<file path="src/rtl/rst_ctrl_pkg.sv">
// Shared types and constants for the system reset controller.
package rst_ctrl_pkg;

    typedef enum logic [1:0] {
        ST_IDLE    = 2'b00,
        ST_ASSERT  = 2'b01,
        ST_HOLDOFF = 2'b10
    } rst_state_e;

    localparam logic [1:0] CAUSE_POR = 2'b01;
    localparam logic [1:0] CAUSE_EXT = 2'b10;
    localparam logic [1:0] CAUSE_SW  = 2'b11;

    // A button edge wins over a simultaneous software request.
    function automatic logic [1:0] accept_cause(input logic btn_edge);
        logic [1:0] cause;
        if (btn_edge) begin
            cause = CAUSE_EXT;
        end else begin
            cause = CAUSE_SW;
        end
        return cause;
    endfunction

endpackage

</file>
<file path="src/rtl/rst_ctrl_debounce.sv">
// Push-button synchronizer and debouncer; outputs reflect the level being
// committed this cycle so the controller reacts on the same edge.
module rst_debounce
    import rst_ctrl_pkg::*;
#(
    parameter int NUM_STAGES      = 2,
    parameter int DEBOUNCE_CYCLES = 16
) (
    input  logic CLK,
    input  logic RST,
    input  logic EXT_RST_N,
    output logic BTN_PRESSED,
    output logic BTN_PRESS_EDGE
);

    localparam int DW = $clog2(DEBOUNCE_CYCLES + 1);
    localparam logic [DW-1:0] DB_LAST    = DW'(DEBOUNCE_CYCLES - 1);
    localparam logic [DW-1:0] STABLE_ONE = DW'(1);

    logic [NUM_STAGES-1:0] sync_q;
    logic [NUM_STAGES-1:0] sync_d;
    logic                  level_q;
    logic                  level_d;
    logic [DW-1:0]         stable_q;
    logic [DW-1:0]         stable_d;
    logic                  synced_s;
    logic                  commit_s;

    // Next-state for the synchronizer chain and the stable-sample counter.
    always_comb begin
        sync_d         = {sync_q[NUM_STAGES-2:0], EXT_RST_N};
        synced_s       = sync_q[NUM_STAGES-1];
        level_d        = level_q;
        stable_d       = stable_q;
        commit_s       = 1'b0;
        if (synced_s == level_q) begin
            stable_d = '0;
        end else if (stable_q == DB_LAST) begin
            commit_s = 1'b1;
            level_d  = synced_s;
            stable_d = '0;
        end else begin
            stable_d = stable_q + STABLE_ONE;
        end
        BTN_PRESSED    = ~level_d;
        BTN_PRESS_EDGE = commit_s & ~synced_s;
    end

    // State registers; reset leaves the button in the released state.
    always_ff @(posedge CLK or negedge RST) begin
        if (!RST) begin
            sync_q   <= {NUM_STAGES{1'b1}};
            level_q  <= 1'b1;
            stable_q <= '0;
        end else begin
            sync_q   <= sync_d;
            level_q  <= level_d;
            stable_q <= stable_d;
        end
    end

endmodule

</file>
<file path="src/rtl/rst_ctrl.sv">
// System reset originator: merges power-on, push-button and software
// requests into one registered, minimum-width active-low reset.
module rst_ctrl
    import rst_ctrl_pkg::*;
#(
    parameter int NUM_STAGES      = 2,
    parameter int DEBOUNCE_CYCLES = 16,
    parameter int CNT_WIDTH       = 8,
    parameter int MIN_PULSE       = 4,
    parameter int POR_CYCLES      = 16,
    parameter int HOLDOFF_CYCLES  = 8
) (
    input  logic                 CLK,
    input  logic                 RST,
    input  logic                 EXT_RST_N,
    input  logic                 SW_RST_REQ,
    input  logic [CNT_WIDTH-1:0] PULSE_LEN,
    output logic                 RST_OUT_N,
    output logic                 RST_BUSY,
    output logic                 RST_DONE,
    output logic [1:0]           RST_CAUSE
);

    localparam logic [CNT_WIDTH-1:0] MIN_LEN   = CNT_WIDTH'(MIN_PULSE);
    localparam logic [CNT_WIDTH-1:0] POR_LOAD  = CNT_WIDTH'(POR_CYCLES - 1);
    localparam logic [CNT_WIDTH-1:0] HOLD_LOAD = CNT_WIDTH'(HOLDOFF_CYCLES - 1);
    localparam logic [CNT_WIDTH-1:0] CNT_ONE   = CNT_WIDTH'(1);
    localparam logic [CNT_WIDTH-1:0] CNT_ZERO  = CNT_WIDTH'(0);

    rst_state_e           state_q;
    rst_state_e           state_d;
    logic [CNT_WIDTH-1:0] cnt_q;
    logic [CNT_WIDTH-1:0] cnt_d;
    logic                 rst_out_n_q;
    logic                 rst_out_n_d;
    logic                 busy_q;
    logic                 busy_d;
    logic                 done_q;
    logic                 done_d;
    logic [1:0]           cause_q;
    logic [1:0]           cause_d;
    logic                 btn_pressed_s;
    logic                 btn_edge_s;
    logic [CNT_WIDTH-1:0] pulse_load_s;

    rst_debounce #(
        .NUM_STAGES      (NUM_STAGES),
        .DEBOUNCE_CYCLES (DEBOUNCE_CYCLES)
    ) u_debounce (
        .CLK            (CLK),
        .RST            (RST),
        .EXT_RST_N      (EXT_RST_N),
        .BTN_PRESSED    (btn_pressed_s),
        .BTN_PRESS_EDGE (btn_edge_s)
    );

    // Requested width clamped to the minimum, converted to a count-down load.
    always_comb begin
        if (PULSE_LEN < MIN_LEN) begin
            pulse_load_s = MIN_LEN - CNT_ONE;
        end else begin
            pulse_load_s = PULSE_LEN - CNT_ONE;
        end
    end

    // Next-state and next-output logic; outputs are registered below.
    always_comb begin
        state_d     = state_q;
        cnt_d       = cnt_q;
        rst_out_n_d = rst_out_n_q;
        busy_d      = busy_q;
        done_d      = 1'b0;
        cause_d     = cause_q;
        case (state_q)
            ST_IDLE: begin
                rst_out_n_d = 1'b1;
                busy_d      = 1'b0;
                if (btn_edge_s || SW_RST_REQ) begin
                    state_d     = ST_ASSERT;
                    rst_out_n_d = 1'b0;
                    busy_d      = 1'b1;
                    cnt_d       = pulse_load_s;
                    cause_d     = accept_cause(btn_edge_s);
                end else begin
                    state_d = ST_IDLE;
                end
            end
            ST_ASSERT: begin
                rst_out_n_d = 1'b0;
                busy_d      = 1'b1;
                if (cnt_q != CNT_ZERO) begin
                    cnt_d = cnt_q - CNT_ONE;
                end else if (btn_pressed_s) begin
                    cnt_d = CNT_ZERO;
                end else begin
                    state_d     = ST_HOLDOFF;
                    rst_out_n_d = 1'b1;
                    cnt_d       = HOLD_LOAD;
                end
            end
            ST_HOLDOFF: begin
                rst_out_n_d = 1'b1;
                busy_d      = 1'b1;
                if (cnt_q != CNT_ZERO) begin
                    cnt_d = cnt_q - CNT_ONE;
                end else begin
                    state_d = ST_IDLE;
                    busy_d  = 1'b0;
                    done_d  = 1'b1;
                end
            end
            default: begin
                state_d     = ST_ASSERT;
                rst_out_n_d = 1'b0;
                busy_d      = 1'b1;
                cnt_d       = POR_LOAD;
                cause_d     = CAUSE_POR;
            end
        endcase
    end

    // State, counter and output registers; RST restarts the power-on sequence.
    always_ff @(posedge CLK or negedge RST) begin
        if (!RST) begin
            state_q     <= ST_ASSERT;
            cnt_q       <= POR_LOAD;
            rst_out_n_q <= 1'b0;
            busy_q      <= 1'b1;
            done_q      <= 1'b0;
            cause_q     <= CAUSE_POR;
        end else begin
            state_q     <= state_d;
            cnt_q       <= cnt_d;
            rst_out_n_q <= rst_out_n_d;
            busy_q      <= busy_d;
            done_q      <= done_d;
            cause_q     <= cause_d;
        end
    end

    assign RST_OUT_N = rst_out_n_q;
    assign RST_BUSY  = busy_q;
    assign RST_DONE  = done_q;
    assign RST_CAUSE = cause_q;

endmodule

</file>
<file path="config.mk">
export PLATFORM = sky130hd
export DESIGN_NAME = rst_ctrl
export DESIGN_NICKNAME = d
export VERILOG_FILES = /design/src/rtl/rst_ctrl_pkg.sv /design/src/rtl/rst_ctrl_debounce.sv /design/src/rtl/rst_ctrl.sv
export SDC_FILE = /design/constraint.sdc
export NUM_CORES = 1
export LEC_CHECK = 0
export ABC_CLOCK_PERIOD_IN_PS = 2650
export BUFFER_PORTS_ARGS = -buffer_cell sky130_fd_sc_hd__buf_2
export CORE_MARGIN = 2
export CORE_UTILIZATION = 35
export DETAILED_ROUTE_END_ITERATION = 10
export PLACE_DENSITY = 0.6
export SETUP_SLACK_MARGIN = 0.4
export SLEW_MARGIN = 20
export SYNTH_ARGS = -nofsm -noshare
export SYNTH_HDL_FRONTEND = slang
export SYNTH_SLANG_ARGS = --single-unit
</file>
<file path="constraint.sdc">
create_clock -name CLK -period 2.65 [get_ports CLK]
set_input_delay 0.1325 -clock CLK [delete_from_list [all_inputs] [get_ports CLK]]
set_output_delay 0.1325 -clock CLK [all_outputs]
set_load 0.02 [all_outputs]
</file>
---- Word-level counts from Yosys, hierarchy flattened ----
Cells that the tools add are included.
storage, ports and cells
  bits in registers ....................... 23
  input port bits ......................... 12
  output and inout bits ................... 5
  logic and storage cells ................. 61
cells by class
  $add $sub $neg .......................... 3
  order comparisons ....................... 1
  equal/unequal tests ..................... 9
  muxes and demuxes ....................... 29
  bitwise operators ....................... 3
  reduce and logical (&&, ||, !) cells .... 7
operator list
  kind                   count
  $mux W8                4
  $pmux W8 S3            1
  $sub A8 B1 Y8 const B  2
  $mux W1                13
  $mux W5                2
  $lt A8 B3 Y1 const B   1
  $mux W2                4
  $ne A2 B2 Y1 const B   4
  $reduce_bool A8 Y1     1
  $pmux W2 S3            1
  $add A5 B1 Y5 const B  1
  $eq A5 B4 Y1 const B   1
  $pmux W2 S2            1
  $reduce_and A2 Y1      2
  $mux W3                1
  $pmux W1 S3            1
  $reduce_and A3 Y1      1
  $eq A2 B1 Y1 const B   1
  $eq A2 B2 Y1 const B   1
  $logic_not A2 Y1       1
  $ne A2 B1 Y1 const B   1
  $not A1 Y1             2
  $pmux W1 S2            1
  $reduce_or A2 Y1       1
  3 further kinds        3

---- Depth between registers and ports, before layout ----
  depth after elaboration ................. 7
  depth in mapped cells ................... 8
  gate-level depth less buffers ........... 7

---- Cells and area by module ----
Synthesis repeated with hierarchy kept, for this count alone.
unflattened totals
  cells, all modules ...................... 148
  area total of the unflattened synthesis .. 1442.6 sq um
modules (own cells, without submodules)
  module        instances  cells an instance  area an instance (sq um)  sequential area each (sq um)
  rst_ctrl      1          123                1111.1                    384.1
  rst_debounce  1          25                 331.6                     203.9

---- Worst setup path after synthesis ----
Ideal clock, no wire load.
  path kind ............................... reg-to-reg
  start ................................... register cnt_q[0]
  end ..................................... register cnt_q[4]
  setup time .............................. 121 ps
  arrival time ............................ 2110 ps
  data required time ...................... 2529 ps
  slack ................................... 419 ps
  stages on the path, launching flop included .. 9
  path buffers ............................ 1
  period minus slack after synthesis ...... 2231 ps
  path through ............................ dfstp_2 > inv_1 > ha_1 > or4b_4 > or4_1 > buf_6 > a21oi_4 > o32ai_1 > a22o_1
on the way
  longest elaborated chain between the ends .. 3
  elaborated cells on any way between the ends .. 7
  classes of those cells .................. add/sub: 1; eq/ne: 1; mux: 3; reduce/logical: 2
ends and longest elaborated chain
  item                                                 line             source
  start, declared                                      rst_ctrl.sv:32   logic [CNT_WIDTH-1:0] cnt_q;
  start signal, assigned                               rst_ctrl.sv:133  cnt_q <= cnt_d;
  $sub A8 B1 Y8 or $reduce_bool A8 Y1 (tied branches)  n/a
  $mux W8, or another cell as far along                rst_ctrl.sv:104  if (cnt_q != CNT_ZERO) begin
  $pmux W8 S3 or $reduce_and A2 Y1 (tied branches)     n/a
Several ways; a longest one is shown, not always the timed one. The select of a mux whose other input is x is not followed.
A chain may end at the register's enable or synchronous reset.

---- Worst setup path after layout ----
Same ends and word-level chain as after synthesis.

==> flow_summary.yaml <==
run_status:
  outcome: "completed"
clock_network:
  cts_max_path_buffers: 2
  h-tree-depth: 1
  cts_buffers: 3
  clock_latency_ns: 0.27
  cts_tree: "yes"
  cts.sinks: 23
  path_clk_slew_ns: 0.09
  cts-root-buf: "clkbuf_8"
critical_path:
  critPathArrivalTime_ns: 2.38
  slowest_stage: "or4_4"
  cp_slowest_stage_delay_ns: 0.49
  critical_path.max_fanout: 7
  path_cells: "inv_2 > ha_1 > or4b_4 > or4_4 > a21oi_4 > o32ai_1 > a22o_1"
  critical_path.endpoint_type: "flip-flop"
  required_ns: 2.80
  reg2regPathDepth: 7
  path_class: "flip-flop to flip-flop"
  startpoint_type: "flip-flop"
yosys:
  synth_edf_count: 0
  synth-async-reset-ratio: 1.00
  seq_area_frac_synth: 0.407
  synth_warnings: 0
  synth.avg_cell_area_sq_um: 9.20
  syn-instance-count: 157
  ys_types: 43
  syn-cell-area_sq_mm: 0.00144
  synthFlopType: "dfrtp_1"
  synth.net_count: 177
  synth_seq_cells: 23
cells_and_area:
  final_cells: 231
  diodes: 0
  drive_gt1_frac: 0.243
  layout.nets: 202
  final_common_cell: "nor2_1"
  final_cell_mix: "nor2_1 (20), buf_2 (16), dfrtp_1 (13), inv_1 (13), nand2_1 (12)"
  utilization: 0.422
  synthToLayoutAreaGrowth_pct: 16.2
timing:
  setup_viol: 0
  fin_tns_setup_ns: 0
  rsz0062_at_grt: "true"
  drv_slew: 0
  clock_skew_ns: 0.00900
  tightest_slew_ns: 0.567
  finalCriticalPeriod_ns: 2.22
  max_freq_mhz: 450
  period_share: 0.839
  maxSlewHeadroom: 0.618
  hold_viol: 0
routing:
  drt_first_pass_iters: 4
  vias: 1224
  dr.first_iter.drc_count: 32
  drt-total-wl_um: 3220
  drc_errors: 0
  wl_per_cell_um: 13.9
  via_per_inst: 5.30
  drtAntennaViolNets: 0
place:
  dp_cells: 221
  gp_congestion: 0.855
  portBuffers: 16
  hpwl_um: 2480
floorplanning:
  start_util: 0.364
  die_area_sq_mm: 0.00466
  die_w_um: 68.2
  core_region_area_sq_mm: 0.00397
  num_io_pins: 17
  rows: 23
  die_h_um: 68.2
grt:
  gr-usage-all-layers: 0.157
  grt_overflow: 0
  grt_max_degree: 24
  antenna_found_initial: 0
  grt_pass1_vias: 1210
  grt_pass1_wl_um: 5540
power:
  vdd_ir_drop_max_mv: 0.390
  leakage_uw: 0.000753
  pwr_density_cell_mw_per_mm2: 898
flow_run:
  max_cap_viol_count: 0
min_path:
  hold_depth: 3
  hold_path.class: "input port to flip-flop"
## worst paths after layout
path / start / endpoint / slack (ns)
min reg2reg: u_debounce.sync_q[0] / u_debounce.sync_q[1] / 0.36
max reg2reg: cnt_q[0] / cnt_q[4] / 0.43
max: cnt_q[0] / cnt_q[4] / 0.43
max in group asynchronous: RST / cnt_q[2] / 1.92
min in group asynchronous: RST / RST_CAUSE[1] / 0.36
min: SW_RST_REQ / RST_CAUSE[0] / 0.24
## layer usage
metal	vias to the layer above	GRT usage	routed length [um]
met3	4	0.0247	110
met2	29	0.251	1490
met1	585	0.218	1580
met4	0	0.0500	32
li1	606	-	-
met5	-	0	0
## flip-flops by register name, summed over array words and instances (netlist names)
| signal | cells |
|---|---|
| cnt_q | 8 |
| u_debounce.level_q | 1 |
| state_q | 2 |
| RST_BUSY | 1 |
| u_debounce.sync_q | 2 |
| RST_CAUSE | 2 |
| RST_DONE | 1 |
| u_debounce.stable_q | 5 |
| RST_OUT_N | 1 |
## cells in the mapped netlist (all sizes together), types with 2 or more instances
cell type  number  area [sq um]
o211ai          2          15.0
nor2b           3          18.8
ha              8           100
nor3            3          15.0
a211oi          4          30.0
a21oi           8          51.3
xnor2           3          26.3
o21ai           6          30.0
nor4            2          12.5
dfrtp          13           325
inv            14          52.6
nand3           2          10.0
nor2           20          75.1
a22o            3          26.3
a31oi           4          25.0
xor2            6          52.6
o31ai           4          30.0
nand2          12          45.0
o2bb2ai         2          17.5
dfstp          10           263
buf             3          27.5
clkbuf          3          11.3
o22ai           3          18.8
o21a            2          15.0
or4             2          15.0
## critical path, delay by kind of cell, from the launching register on
family | cells | cell delay (ns)
DFF | 1 | 0.40
and+or+nand+nor | 2 | 0.96
AOI/OAI and AO/OA | 3 | 0.54
adders and majority gates | 1 | 0.14
buffers and inverters | 1 | 0.07
## where the power goes
part,internal [uW],leakage (uW),switching (uW)
Sequential,479,0.000275,106
Combinational,334,0.000453,369
Clock,105,0.0000255,113
Total,919,0.000753,588
## area by class of cell
| cell class | count | area [sq um] |
|---|---|---|
| timing repair buffer | 26 | 160 |
| clock inverter | 1 | 5.00 |
| sequential | 23 | 588 |
| fill | 399 | 2290 |
| multi-input combinational | 114 | 768 |
| inverter | 14 | 52.6 |
| tap | 50 | 62.6 |
| clock buffer | 3 | 41.3 |
## cells by family after synthesis
family | synth area share
AOI/OAI and AO/OA | 0.216
xor gates and xnor gates | 0.0546
and+or+nand+nor | 0.172
DFF | 0.407
adders and majority gates | 0.0693
buffers and inverters | 0.0633
muxes | 0.0173
## per-stage QoR
stage / cell area (sq um) / power [uW] / hold WS (ns) / worst slack, ns
after CTS: 1660 / 1480 / 0.238 / 0.411
after global placement: 1580 / 1220 / 0.126 / 0.305
after global routing: 1680 / 1630 / 0.253 / 0.353
after floorplan: 1440 / 1070 / -0.163 / 0.419
after detailed placement: 1580 / 1230 / 0.138 / 0.214
final: 1680 / 1510 / 0.243 / 0.427
## repair_timing
action | in CTS | in global routing
endpoints found under the hold margin | 14 | 0
buffers inserted | 1 | 3
endpoints found under the setup margin | 6 | 5
gates cloned | 0 | 0
pin swaps | 1 | 0
hold buffers | 2 | 0
gates resized for setup | 2 | 0
(Power assumes the default switching activity.)
